## src/rtl/div_ctrl.sv

```systemverilog
// -----------------------------------------------------------------------------
// div_ctrl
//
// Issue/complete controller between the EX stage and the radix-4 divider core.
// A DIV/DIVU request in EX starts the core with a one-cycle pulse and holds the
// pipeline until the core reports completion. The 64-bit result is then
// captured into the HI/LO write-data registers and written during a single
// DONE cycle, which is also when the pipeline advances. A flush in any state
// abandons the divide: the controller returns to IDLE, the stall is dropped in
// the flush cycle, and no HI/LO write happens.
//
// The core has no reset and keeps running an abandoned divide. Its late
// core_ready is harmless because ready is honored only in WAIT. A new start
// reloads the core, so a stale ready can never follow a re-issue.
//
// Optional feature (macro DIV_ZERO_BYPASS_EN):
//   When defined, a request with a zero divisor does not start the core. The
//   controller goes straight to DONE with HI = dividend, LO = 32'hFFFFFFFF
//   (one stall cycle, write in the following cycle). When undefined, a zero
//   divisor runs through the core like any other operand pair.
//
// Ports:
//   clk          in   system clock, rising edge
//   resetn       in   asynchronous active-low reset
//   ex_div_req   in   valid DIV/DIVU in EX (held while ex_stall=1)
//   ex_div_sign  in   1 = DIV (signed), 0 = DIVU
//   ex_src_a     in   dividend [31:0]
//   ex_src_b     in   divisor [31:0]
//   flush        in   exception/ERET flush of EX and younger
//   ex_stall     out  hold EX and earlier stages
//   core_start   out  one-cycle start pulse to the divider core
//   core_sign    out  pass-through of ex_div_sign
//   core_a       out  pass-through of ex_src_a
//   core_b       out  pass-through of ex_src_b
//   core_busy    in   core busy (monitor only, not used for completion)
//   core_ready   in   one-cycle result-valid pulse from the core
//   core_result  in   [63:32] remainder, [31:0] quotient (sign-corrected)
//   hilo_we      out  HI/LO write enable (DONE and not flushed)
//   hi_wdata     out  registered remainder
//   lo_wdata     out  registered quotient
// -----------------------------------------------------------------------------
module div_ctrl (
    input  logic        clk,
    input  logic        resetn,
    input  logic        ex_div_req,
    input  logic        ex_div_sign,
    input  logic [31:0] ex_src_a,
    input  logic [31:0] ex_src_b,
    input  logic        flush,
    output logic        ex_stall,
    output logic        core_start,
    output logic        core_sign,
    output logic [31:0] core_a,
    output logic [31:0] core_b,
    input  logic        core_busy,
    input  logic        core_ready,
    input  logic [63:0] core_result,
    output logic        hilo_we,
    output logic [31:0] hi_wdata,
    output logic [31:0] lo_wdata
);

    typedef enum logic [1:0] {
        S_IDLE = 2'd0,
        S_WAIT = 2'd1,
        S_DONE = 2'd2
    } state_e;

    state_e      state_q, state_d;
    logic [31:0] hi_q, hi_d;
    logic [31:0] lo_q, lo_d;
    logic        issue;

    // Completion is decided by core_ready alone; busy is kept for observation.
    logic        core_busy_unused;
    assign core_busy_unused = core_busy;

    // Operands and sign go to the core combinationally so that the start
    // pulse and the operands arrive in the same cycle.
    assign core_sign = ex_div_sign;
    assign core_a    = ex_src_a;
    assign core_b    = ex_src_b;

    assign hi_wdata  = hi_q;
    assign lo_wdata  = lo_q;

    // Gating with resetn keeps core_start/ex_stall low for the whole time
    // reset is asserted, even if EX still presents a request.
    assign issue = ex_div_req & ~flush & resetn;

    always_comb begin
        state_d    = state_q;
        hi_d       = hi_q;
        lo_d       = lo_q;
        ex_stall   = 1'b0;
        core_start = 1'b0;
        hilo_we    = 1'b0;

        case (state_q)
            S_IDLE: begin
                if (issue) begin
`ifdef DIV_ZERO_BYPASS_EN
                    if (ex_src_b == 32'd0) begin
                        ex_stall = 1'b1;
                        hi_d     = ex_src_a;
                        lo_d     = 32'hFFFF_FFFF;
                        state_d  = S_DONE;
                    end else begin
                        ex_stall   = 1'b1;
                        core_start = 1'b1;
                        state_d    = S_WAIT;
                    end
`else
                    ex_stall   = 1'b1;
                    core_start = 1'b1;
                    state_d    = S_WAIT;
`endif
                end
            end

            S_WAIT: begin
                // Flush wins over a coincident ready: the result is dropped.
                if (flush) begin
                    state_d = S_IDLE;
                end else begin
                    ex_stall = 1'b1;
                    if (core_ready) begin
                        hi_d    = core_result[63:32];
                        lo_d    = core_result[31:0];
                        state_d = S_DONE;
                    end
                end
            end

            S_DONE: begin
                // The request still visible in EX is the instruction that is
                // completing now, so it is not re-issued.
                hilo_we = ~flush;
                state_d = S_IDLE;
            end

            default: begin
                state_d = S_IDLE;
            end
        endcase
    end

    always_ff @(posedge clk or negedge resetn) begin
        if (!resetn) begin
            state_q <= S_IDLE;
            hi_q    <= 32'd0;
            lo_q    <= 32'd0;
        end else begin
            state_q <= state_d;
            hi_q    <= hi_d;
            lo_q    <= lo_d;
        end
    end

endmodule

```

## config.mk

```make
export PLATFORM = sky130hd
export DESIGN_NAME = div_ctrl
export DESIGN_NICKNAME = d
export VERILOG_FILES = /design/src/rtl/div_ctrl.sv
export SDC_FILE = /design/constraint.sdc
export NUM_CORES = 1
export LEC_CHECK = 0
export CELL_PAD_IN_SITES_DETAIL_PLACEMENT = 1
export CELL_PAD_IN_SITES_GLOBAL_PLACEMENT = 1
export CORE_MARGIN = 1
export CORE_UTILIZATION = 21
export CTS_CLUSTER_DIAMETER = 80
export CTS_CLUSTER_SIZE = 16
export DETAILED_ROUTE_END_ITERATION = 12
export GPL_ROUTABILITY_DRIVEN = 0
export PLACE_DENSITY = 0.86
export SLEW_MARGIN = 0
export SYNTH_ARGS = -nofsm -noshare
export SYNTH_HDL_FRONTEND = slang
export SYNTH_SLANG_ARGS = --single-unit
export TNS_END_PERCENT = 30
```

## constraint.sdc

```tcl
create_clock -name clk -period 1.44 [get_ports clk]
set_clock_uncertainty 0.15 [all_clocks]
set_input_delay 0.144 -clock clk [delete_from_list [all_inputs] [get_ports clk]]
set_output_delay 0.144 -clock clk [all_outputs]
set_load 0.02 [all_outputs]
```

==> run metrics <==
status finished, violations left; failing checks setup timing; Detailed Routing Iterations Pass 1 4; gr usage total 9.68%; CP delay by family, top flip-flops; maximum number of pins on one net before global-route repair 44; number of global-route vias before repair 2134; Slowest cell on crit path dfrtp_1; cell area after synthesis 0.00324 sq mm; Pins Over Slew Limit 0; post-DR wirelength/cell approximately 17 um; RSZ-0062 raised after global routing true; Rows 45; Starting Density 21.4%; nets about 440; die footprint 0.0159 sq mm; DRT iter0 DRCs 32; Clk pwr share 33.5%; switch share 28.7%; I/O pin total about 270; sequential element share of the synthesized area 51.0%; die height 126 um; Post-Synthesis Cells ~210; Max stage delay on crit path 410 ps; Synth top area share a little over 50%; Static Leakage 2.26 nW; CP Cell Sequence and4bb_4 > buf_6 > clkbuf_16 > mux2_4; Yosys cell types 14; Max-Cap Viols 0; Reg clk slew, reported paths 60 ps; Crit Path Max Fanout 7; CTS tree built; Power Dens Cells 1580 mW/mm^2; internal power 0.00547 W; crit path kind register to register; initial antenna violation count 0; data arrival time of the worst path 1770 ps; flops & latches, synth 66; worst hold path type input port to async pin; normalized max-slew margin 62.2%; CP Data Required Time 1500 ps; Critical path buffers and inverters 2; Syn-to-layout area delta 50.1%; Core Region 0.0151 sq mm; Inst Count DP 470; Psw 0.00221 W; share of layout cells above drive strength 1 around a third; fin crit period roughly 1700 ps; fmax around 600 MHz; Via density 3.90; Syn. warnings 0; drt total wl just under 9000 um; Peak VDD IR 0.000540 V; placed cell area around 0.0043 sq mm; number of remaining DRC errors 0; Filler cells 1595; Antenna Violating Nets Remaining 0; Reg power frac 34.6%; DIE WIDTH 126 um; area leader, netlist dfrtp_1; Sink Count 66; clock latency at the later pin of the worst-skew pair about 330 ps; buffers added on ports about 140; syn_nets 346; gr ovfl total 0; H-tree levels 3; CP Capture Type register; CTS Root Cell clkbuf_16; first-pass GRT wire length between 10000 and 15000 um; total CTS buffers 9; Final Cycle Share 118%; vias 1952; ant diodes 0; worst slew pin tran 567 ps; post-route cell area 0.00486 sq mm; final setup fails 67; Post-Layout Cell Count 500; Comb power frac 31.9%; Avg Synthesized Cell Area 15.3 sq um; largest cells by area after synthesis dfrtp_1 51%, mux2_4 23%, buf_4 15%; setup ws final -262 ps; DP HPWL ~5400 um; Final Hold Fails 0; Startpoint Class register; CTS max path bufs 2
## sequential cells by signal, summed over array words and instances (netlist names)
register and count:
hi_wdata 32, lo_wdata 32, state_q 2
## layout make-up
class | instances | area [sq um] | area share [%]
clock buffer | 11 | 253 | 5.20
clock inverter | 5 | 100 | 2.06
multi-input combinational | 73 | 1020 | 21.1
sequential | 66 | 1650 | 34.0
tap | 188 | 235 | 4.84
timing repair buffer | 157 | 1600 | 32.9
## layout by cell type, fill, tap and decap left out, types with 3 or more instances in the layout
| cell type | n |
|---|---|
| bufinv_16 | 3 |
| buf_2 | 3 |
| mux2_4 | 62 |
| buf_4 | 6 |
| buf_6 | 4 |
| dlygate4sd2_1 | 64 |
| clkbuf_16 | 14 |
| buf_8 | 3 |
| dfrtp_1 | 66 |
| clkdlybuf4s50_1 | 67 |
## tightest hold or removal path, delay by kind of cell
kind / cells / cell delay [ps]
buf+inv: 4 / 730
## cells in the mapped netlist
cell	number
mux2_4	49
buf_4	66
a211oi_1	1
nor3b_1	1
nor4_1	1
nand2b_1	1
and4bb_4	1
nand2_1	1
nor3_1	1
nand3b_1	1
a21oi_1	1
mux2_2	15
dfrtp_1	66
buf_12	6
## repair_timing
item | 4_1_cts | 5_1_grt
setup endpoints to repair | 131 | 111
hold buffers | 1 | 1
resized for setup | 81 | 24
endpoints found under the hold margin | 23 | 6
pin swaps | 0 | 1
gates cloned | 0 | 9
setup buffers | 0 | 3
## routing by layer
| layer | wire length, um | vias up | GRT usage [%] |
|---|---|---|---|
| li1 | - | 844 | - |
| met4 | 330 | 0 | 8.01 |
| met2 | 4100 | 106 | 15.2 |
| met5 | 0 | - | 0 |
| met3 | 676 | 49 | 3.53 |
| met1 | 3640 | 953 | 10.5 |
## metrics by stage
step                hold slack, ps  util [%]  setup slack (ps)  power [W]  setup TNS (ps)
floorplan                     -302         -              -114    0.00426           -5940
global placement              41.5      28.3              -483    0.00536          -28560
CTS                            138      30.1              -266    0.00771          -13480
global route                  73.5      32.1              -301    0.00805          -18130
finish                        35.0      32.1              -262    0.00768          -15420
detailed placement            41.1      28.3              -521    0.00544          -30680
## power groups by stage
| stage | logic (W) | clock network [W] | registers, W |
|---|---|---|---|
| after floorplan | 0.000966 | 0 | 0.00330 |
| after global placement | 0.00268 | 0 | 0.00268 |
| after detailed placement | 0.00274 | 0 | 0.00270 |
| after CTS | 0.00238 | 0.00267 | 0.00266 |
| after global routing | 0.00258 | 0.00274 | 0.00273 |
| final | 0.00245 | 0.00257 | 0.00266 |
## final timing paths
kind | cells past startpoint | startpoint | endpoint | slack [ps]
max | 4 | state_q[1] | hi_wdata[14] | -260
min | 4 | resetn | lo_wdata[23] | 40
max reg2reg | 4 | state_q[1] | hi_wdata[14] | -260
min reg2reg | 1 | hi_wdata[1] | hi_wdata[1] | 350
max in group asynchronous | 4 | resetn | lo_wdata[9] | 540
min in group clk | 0 | ex_src_a[10] | core_a[10] | 140
## cells by family (layout without fill, tap and decap cells)
family / Yosys count / count (layout) / share of synthesized area (%)
flip-flops: 66 / 66 / 51.0
buffers and inverters: 72 / 173 / 19.0
AO/OA/AOI/OAI: 2 / 2 / 0.386
AND/OR/NAND/NOR: 7 / 7 / 1.62
multiplexers: 64 / 64 / 27.9
Power figures use the tool's default switching activity.
